**config.mk**
```make
export PLATFORM = sky130hd
export DESIGN_NAME = update_knn20_mul_arb
export DESIGN_NICKNAME = d
export VERILOG_FILES = /design/src/rtl/update_knn20_pkg.sv /design/src/rtl/update_knn20_rr_pick.sv /design/src/rtl/update_knn20_mul_arb.sv
export SDC_FILE = /design/constraint.sdc
export NUM_CORES = 1
export LEC_CHECK = 0
export ABC_AREA = 1
export CAP_MARGIN = 40
export CORE_AREA = 3 3 93 95
export DETAILED_ROUTE_END_ITERATION = 16
export DIE_AREA = 0 0 96 98
export HOLD_SLACK_MARGIN = 0.08
export PLACE_DENSITY = 0.72
export SLEW_MARGIN = 20
export SYNTH_ARGS = -nofsm -noshare
export SYNTH_HDL_FRONTEND = slang
export SYNTH_SLANG_ARGS = --single-unit
```
**constraint.sdc**
```tcl
create_clock -name clk -period 1.8 [get_ports clk]
set_input_delay 0.18 -clock clk [delete_from_list [all_inputs] [get_ports clk]]
set_output_delay 0.18 -clock clk [all_outputs]
set_load 0.03 [all_outputs]
```
**src/rtl/update_knn20_pkg.sv**
```systemverilog
// Shared constants and types for the update_knn20 multiplier-sharing datapath.
// Holds operand widths, the multiplier latency and the tag width used by the arbiter.
package update_knn20_pkg;

   localparam int A_W     = 17;
   localparam int B_W     = 15;
   localparam int P_W     = 32;
   localparam int MUL_LAT = 2;
   localparam int ID_W    = 2;

   typedef struct packed {
      logic [A_W-1:0] a;
      logic [B_W-1:0] b;
   } mul_req_t;

   // Number of occupied pipeline slots; MUL_LAT never exceeds 3, so 2 bits suffice.
   function automatic logic [1:0] slot_count(input logic [MUL_LAT-1:0] v);
      logic [1:0] cnt;
      cnt = 2'd0;
      for (int i = 0; i < MUL_LAT; i++) begin
         cnt = cnt + {1'b0, v[i]};
      end
      return cnt;
   endfunction

endpackage

```
**src/rtl/update_knn20_rr_pick.sv**
```systemverilog
// Combinational round-robin picker: first valid requester at or above rr_ptr,
// wrapping around to the lowest index when nothing above the pointer is valid.
module update_knn20_rr_pick
   import update_knn20_pkg::*;
#(
   parameter int NUM_REQ = 4
) (
   input  logic [NUM_REQ-1:0] req_valid,
   input  logic [ID_W-1:0]    rr_ptr,
   output logic [NUM_REQ-1:0] grant_oh,
   output logic [ID_W-1:0]    grant_idx,
   output logic               any
);

   // Two passes with constant indices: the upper segment first, then the wrap-around.
   always_comb begin
      grant_oh  = '0;
      grant_idx = '0;
      any       = 1'b0;
      for (int i = 0; i < NUM_REQ; i++) begin
         if (!any && req_valid[i] && (i >= int'(rr_ptr))) begin
            any         = 1'b1;
            grant_idx   = ID_W'(i);
            grant_oh[i] = 1'b1;
         end
      end
      for (int i = 0; i < NUM_REQ; i++) begin
         if (!any && req_valid[i]) begin
            any         = 1'b1;
            grant_idx   = ID_W'(i);
            grant_oh[i] = 1'b1;
         end
      end
   end

endmodule

```
**src/rtl/update_knn20_mul_arb.sv**
```systemverilog
// Round-robin sharing of one 2-cycle pipelined 17x15 multiplier among NUM_REQ requesters,
// with a tag pipeline that returns each product on a single valid/ready response channel.
module update_knn20_mul_arb
   import update_knn20_pkg::*;
#(
   parameter int NUM_REQ = 4
) (
   input  logic                     clk,
   input  logic                     reset,
   input  logic [NUM_REQ-1:0]       req_valid,
   output logic [NUM_REQ-1:0]       req_ready,
   input  logic [NUM_REQ*A_W-1:0]   req_a,
   input  logic [NUM_REQ*B_W-1:0]   req_b,
   output logic                     mul_ce,
   output logic [A_W-1:0]           mul_din0,
   output logic [B_W-1:0]           mul_din1,
   input  logic [P_W-1:0]           mul_dout,
   output logic                     rsp_valid,
   input  logic                     rsp_ready,
   output logic [ID_W-1:0]          rsp_id,
   output logic [P_W-1:0]           rsp_data,
   output logic [1:0]               inflight
);

   logic [NUM_REQ-1:0] grant_oh_s;
   logic [ID_W-1:0]    grant_idx_s;
   logic               any_s;
   logic               xfer_s;
   mul_req_t           sel_s;

   logic [ID_W-1:0]    rr_ptr_q, rr_ptr_d;
   logic [MUL_LAT-1:0] vld_q, vld_d;
   logic [ID_W-1:0]    id_q [MUL_LAT];
   logic [ID_W-1:0]    id_d [MUL_LAT];
   logic [1:0]         inflight_q, inflight_d;

   update_knn20_rr_pick #(
      .NUM_REQ (NUM_REQ)
   ) u_pick (
      .req_valid (req_valid),
      .rr_ptr    (rr_ptr_q),
      .grant_oh  (grant_oh_s),
      .grant_idx (grant_idx_s),
      .any       (any_s)
   );

   // Only a result that is waiting on the response channel freezes the pipeline.
   assign mul_ce    = !(vld_q[MUL_LAT-1] && !rsp_ready);
   assign req_ready = mul_ce ? grant_oh_s : {NUM_REQ{1'b0}};
   assign xfer_s    = any_s && mul_ce;

   // AND-OR operand mux over the one-hot grant; all-zero when nothing is granted.
   always_comb begin
      sel_s = '0;
      for (int i = 0; i < NUM_REQ; i++) begin
         sel_s = sel_s | ({(A_W+B_W){grant_oh_s[i]}} &
                          {req_a[i*A_W +: A_W], req_b[i*B_W +: B_W]});
      end
   end

   assign mul_din0 = sel_s.a;
   assign mul_din1 = sel_s.b;

   // Tag pipeline shift, round-robin pointer advance and occupancy count.
   always_comb begin
      vld_d    = vld_q;
      id_d     = id_q;
      rr_ptr_d = rr_ptr_q;
      if (mul_ce) begin
         vld_d[0] = xfer_s;
         id_d[0]  = xfer_s ? grant_idx_s : '0;
         for (int k = 1; k < MUL_LAT; k++) begin
            vld_d[k] = vld_q[k-1];
            id_d[k]  = id_q[k-1];
         end
      end else begin
         vld_d = vld_q;
         id_d  = id_q;
      end
      if (xfer_s) begin
         rr_ptr_d = (grant_idx_s == ID_W'(NUM_REQ-1)) ? '0 : grant_idx_s + 1'b1;
      end else begin
         rr_ptr_d = rr_ptr_q;
      end
      inflight_d = slot_count(vld_d);
   end

   // State registers with synchronous reset; multiplier data is unreset and ignored.
   always_ff @(posedge clk) begin
      if (reset) begin
         vld_q      <= '0;
         rr_ptr_q   <= '0;
         inflight_q <= 2'd0;
         for (int k = 0; k < MUL_LAT; k++) begin
            id_q[k] <= '0;
         end
      end else begin
         vld_q      <= vld_d;
         rr_ptr_q   <= rr_ptr_d;
         inflight_q <= inflight_d;
         for (int k = 0; k < MUL_LAT; k++) begin
            id_q[k] <= id_d[k];
         end
      end
   end

   assign rsp_valid = vld_q[MUL_LAT-1];
   assign rsp_id    = id_q[MUL_LAT-1];
   assign rsp_data  = mul_dout;
   assign inflight  = inflight_q;

endmodule

```
==> results.md <==
* Hold Path Origin: mul_dout[11]
* DP Area at 3320 um^2
* Worst-Margin Slew at 0.313 ns
* TNS Setup at -1.96 ns
* Global route overflow at 0
* CP cell instances: nor2_2, nand2_2, nand2_4, nor2_8, nand2_4, nand2_8, buf_12, buf_8, nand2_1, nand4_1, buf_6
* Chip width at 96 um
* Crit end category: output pin
* Remaining antenna violation count at 0
* Req. time, crit path at 1.62 ns
* Root Driver: clkbuf_8
* Power Total at 2.21 mW
* Post-CTS Hold Buffers at 0
* Nets at 620
* Main area contributors after synthesis: nand2_1 29%, buf_4 18%, nand4_1 12%
* Core Footprint at 7810 um^2
* Top-area cell type share of the netlist area at 29.5%
* Final setup viols at 32
* Die Y-Extent at 98 um
* Cell with the most instances after synthesis: nand2_1
* Lkg Pwr at 1.68 nW
* Reg2Reg Depth at 10
* Run status: complete, but fails checks
* Final core occ at 48.8%
* Area growth syn-to-layout at 128%
* Fmax at 526 MHz
* Cells after DPL at 540
* Via Count at 2,450
* DRC at 0
* Startpoint types: flop
* WP buf/inv at 3
* Hold endpoint: rsp_data[11]
* Worst hold stages at 0
* CTS tree: done
* Drt wl/cell at 14.7 um
* Diode count at 0
* First-pass GRT wire length at 11,500 um
* Cell area after synthesis at 1670 um^2
* Initial DRC count at 44
* Starting density of the core at 21.4%
* Via-to-Cell Ratio at 4.43
* DR WL met2 at 4320 um
* Rel. slew slack at 79.1%
* Slowest CP cell: dfxtp_2
* RR Startpoint: rr_ptr_q[1]
* Worst Path Class, Setup: reg2out
* Share of cells above drive strength 1 at 27.5%
* Top cell by count, worst path: nand2_4
* Largest net degree at the start of global routing at 23
* Critical path fanouts, max at 8
* H-tree lvl count at 1
* Clock transition at path regs at 0.05 ns
* Placer congestion estimate at 0.819
* CTS buffer count at 3
* Synthesis Warnings at 0
* Post-synth top area cell: nand2_1
* Syn Area/Cell at 5.84 um^2
* DRT Pass-1 Iters at 6
* FF-to-FF setup slack at 0.28 ns
* Sequential-to-total area share from yosys stat at 12.0%
* Failing checks: setup timing
* Layout Skew at 0.00278 ns
* Final std cells w/o fill at 553
* Final Max Tran Viols at 0
* Setup WS pre-CTS at -0.113 ns
* Post-synth EDFFs at 0
* RR Endpoint: inflight[0]
* Max stage delay on crit path at 0.33 ns
* Post-layout min period at 1.90 ns
* Initial antenna violation count at 0
* Post-synthesis async set-or-reset flop share at 0%
* Vias in the first global route at 2,495
* Total Routing Usage GR at 15.3%
* CTS max path bufs at 2
* WL final at 8110 um
* Hold Vio Cnt, Final at 0
* Wire length on met1 at 2840 um
* Hold WS at 0.360 ns
* Die ar. at 9410 um^2
* Synth Flop Type: dfxtp_1
* Setup repair after global routing missed its margin: true
* Final Cycle Share at 106%
* Worst EP arrival at 1.72 ns
* Top layer used by detailed routing: met3
* Pwr dens at 581 nW/um^2
* Clk_lat worst skew at 0.23 ns
* Maximum vdd drop at 0.000649 V
* # clock sinks at 10
* Routed length on met3 at 952 um
* Top cells by count, synth: 131 x nand2_1, 39 x buf_4, 33 x nand4_1
* Row cnt at 32
* Final worst slack at -0.102 ns
* Unique masters post-synth at 23
* Fin area at 3810 um^2
* Number of max-cap violations at 0
* Syn Nets at 454
* Hpwl dp at 6240 um
* Synth Instances at 286
* Top Ports at 241
* Min-delay worst type: in2out
* Synth Register Bits at 10
* Delay-heaviest family, CP: simple AND/OR/NAND/NOR gates
* Port Buf Inserts at 176
-- where the power goes --
group / leakage, nW / internal (mW) / total (mW) / switching (mW)
registers: 0.0835 / 0.245 / 0.258 / 0.0128
logic: 1.56 / 0.844 / 1.68 / 0.834
clock network: 0.0288 / 0.192 / 0.276 / 0.0840
total: 1.68 / 1.28 / 2.21 / 0.931
-- cell usage in the layout (no fill, tap or decap) --
cell type and count:
clkdlybuf4s50_1 138, nand2_1 112, buf_6 35, nand4_1 33, nand2_2 22, buf_4 22, nand2_4 16, inv_1 13
nor2_1 10, dfxtp_1 8, a21oi_1 5, buf_12 5, clkbuf_8 4, nor2_2 3, inv_2 2, nand4_4 2
nand3_1 2, a21oi_2 2, o21ai_0 2, clkbuf_16 2, buf_8 2, dfxtp_2 2, nor2_8 1, nand3_4 1
nand2_8 1, nand4_2 1, nor2b_1 1, ha_1 1, buf_16 1, dlygate4sd2_1 1, dlymetal6s2s_1 1
-- routing by layer --
layer  up-vias  track usage [%]
met5         -                0
met4         0             1.09
met3         0             5.01
met2       132             30.9
met1      1103             15.1
li1       1215                -
-- layout make-up --
cell class / instances / area (um^2)
fillers: 746 / 4000
repair buffers: 207 / 2170
multi-input cells: 215 / 1190
flip-flops and latches: 10 / 203
well taps: 102 / 128
inverters: 15 / 56.3
clock buffers: 4 / 55.1
-- repair_timing --
action	CTS	global route
gates resized for setup	51	34
pin swaps	11	11
setup buffers	4	2
setup endpoints to repair	32	34
gates cloned	2	2
-- registers in the layout, summed over array words and instances, names as in the netlist --
name	flops
rr_ptr_q	2
id_q	2
rsp_id	2
inflight	2
vld_q	2
-- logic make-up (layout without fill, tap and decap cells) --
| kind of cell | after synthesis | count (layout) | synth area share, % |
|---|---|---|---|
| flip-flops | 10 | 10 | 12.0 |
| AO/OA/AOI/OAI | 9 | 9 | 2.70 |
| buffers and inverters | 61 | 226 | 25.3 |
| AND/OR/NAND/NOR | 205 | 205 | 59.3 |
| adder cells (fa/ha/maj) | 1 | 1 | 0.750 |
-- worst max path at each step --
stage	slack (ns)	cells after the start	to	from
finish	-0.10	11	mul_din1[12]	rr_ptr_q[1]
floorplan	0.04	8	inflight[0]	vld_q[1]
CTS	-0.11	10	mul_din1[1]	rr_ptr_q[1]
detailed placement	-0.11	10	mul_din0[1]	req_valid[0]
global route	-0.19	11	mul_din1[14]	rr_ptr_q[1]
global placement	-0.1	10	mul_din0[1]	req_valid[0]
-- worst register-to-register path: stages, from the launching register on --
cell and delay (ns):
dfxtp_2 0.35, nand2_2 0.07, nand2_4 0.08, nand2_4 0.06, nor2_8 0.16, nand4_1 0.15, nand2_2 0.09, nand2_1 0.06
ha_1 0.28, inv_1 0.06, nor2_1 0.03
(Power assumes the default switching activity.)
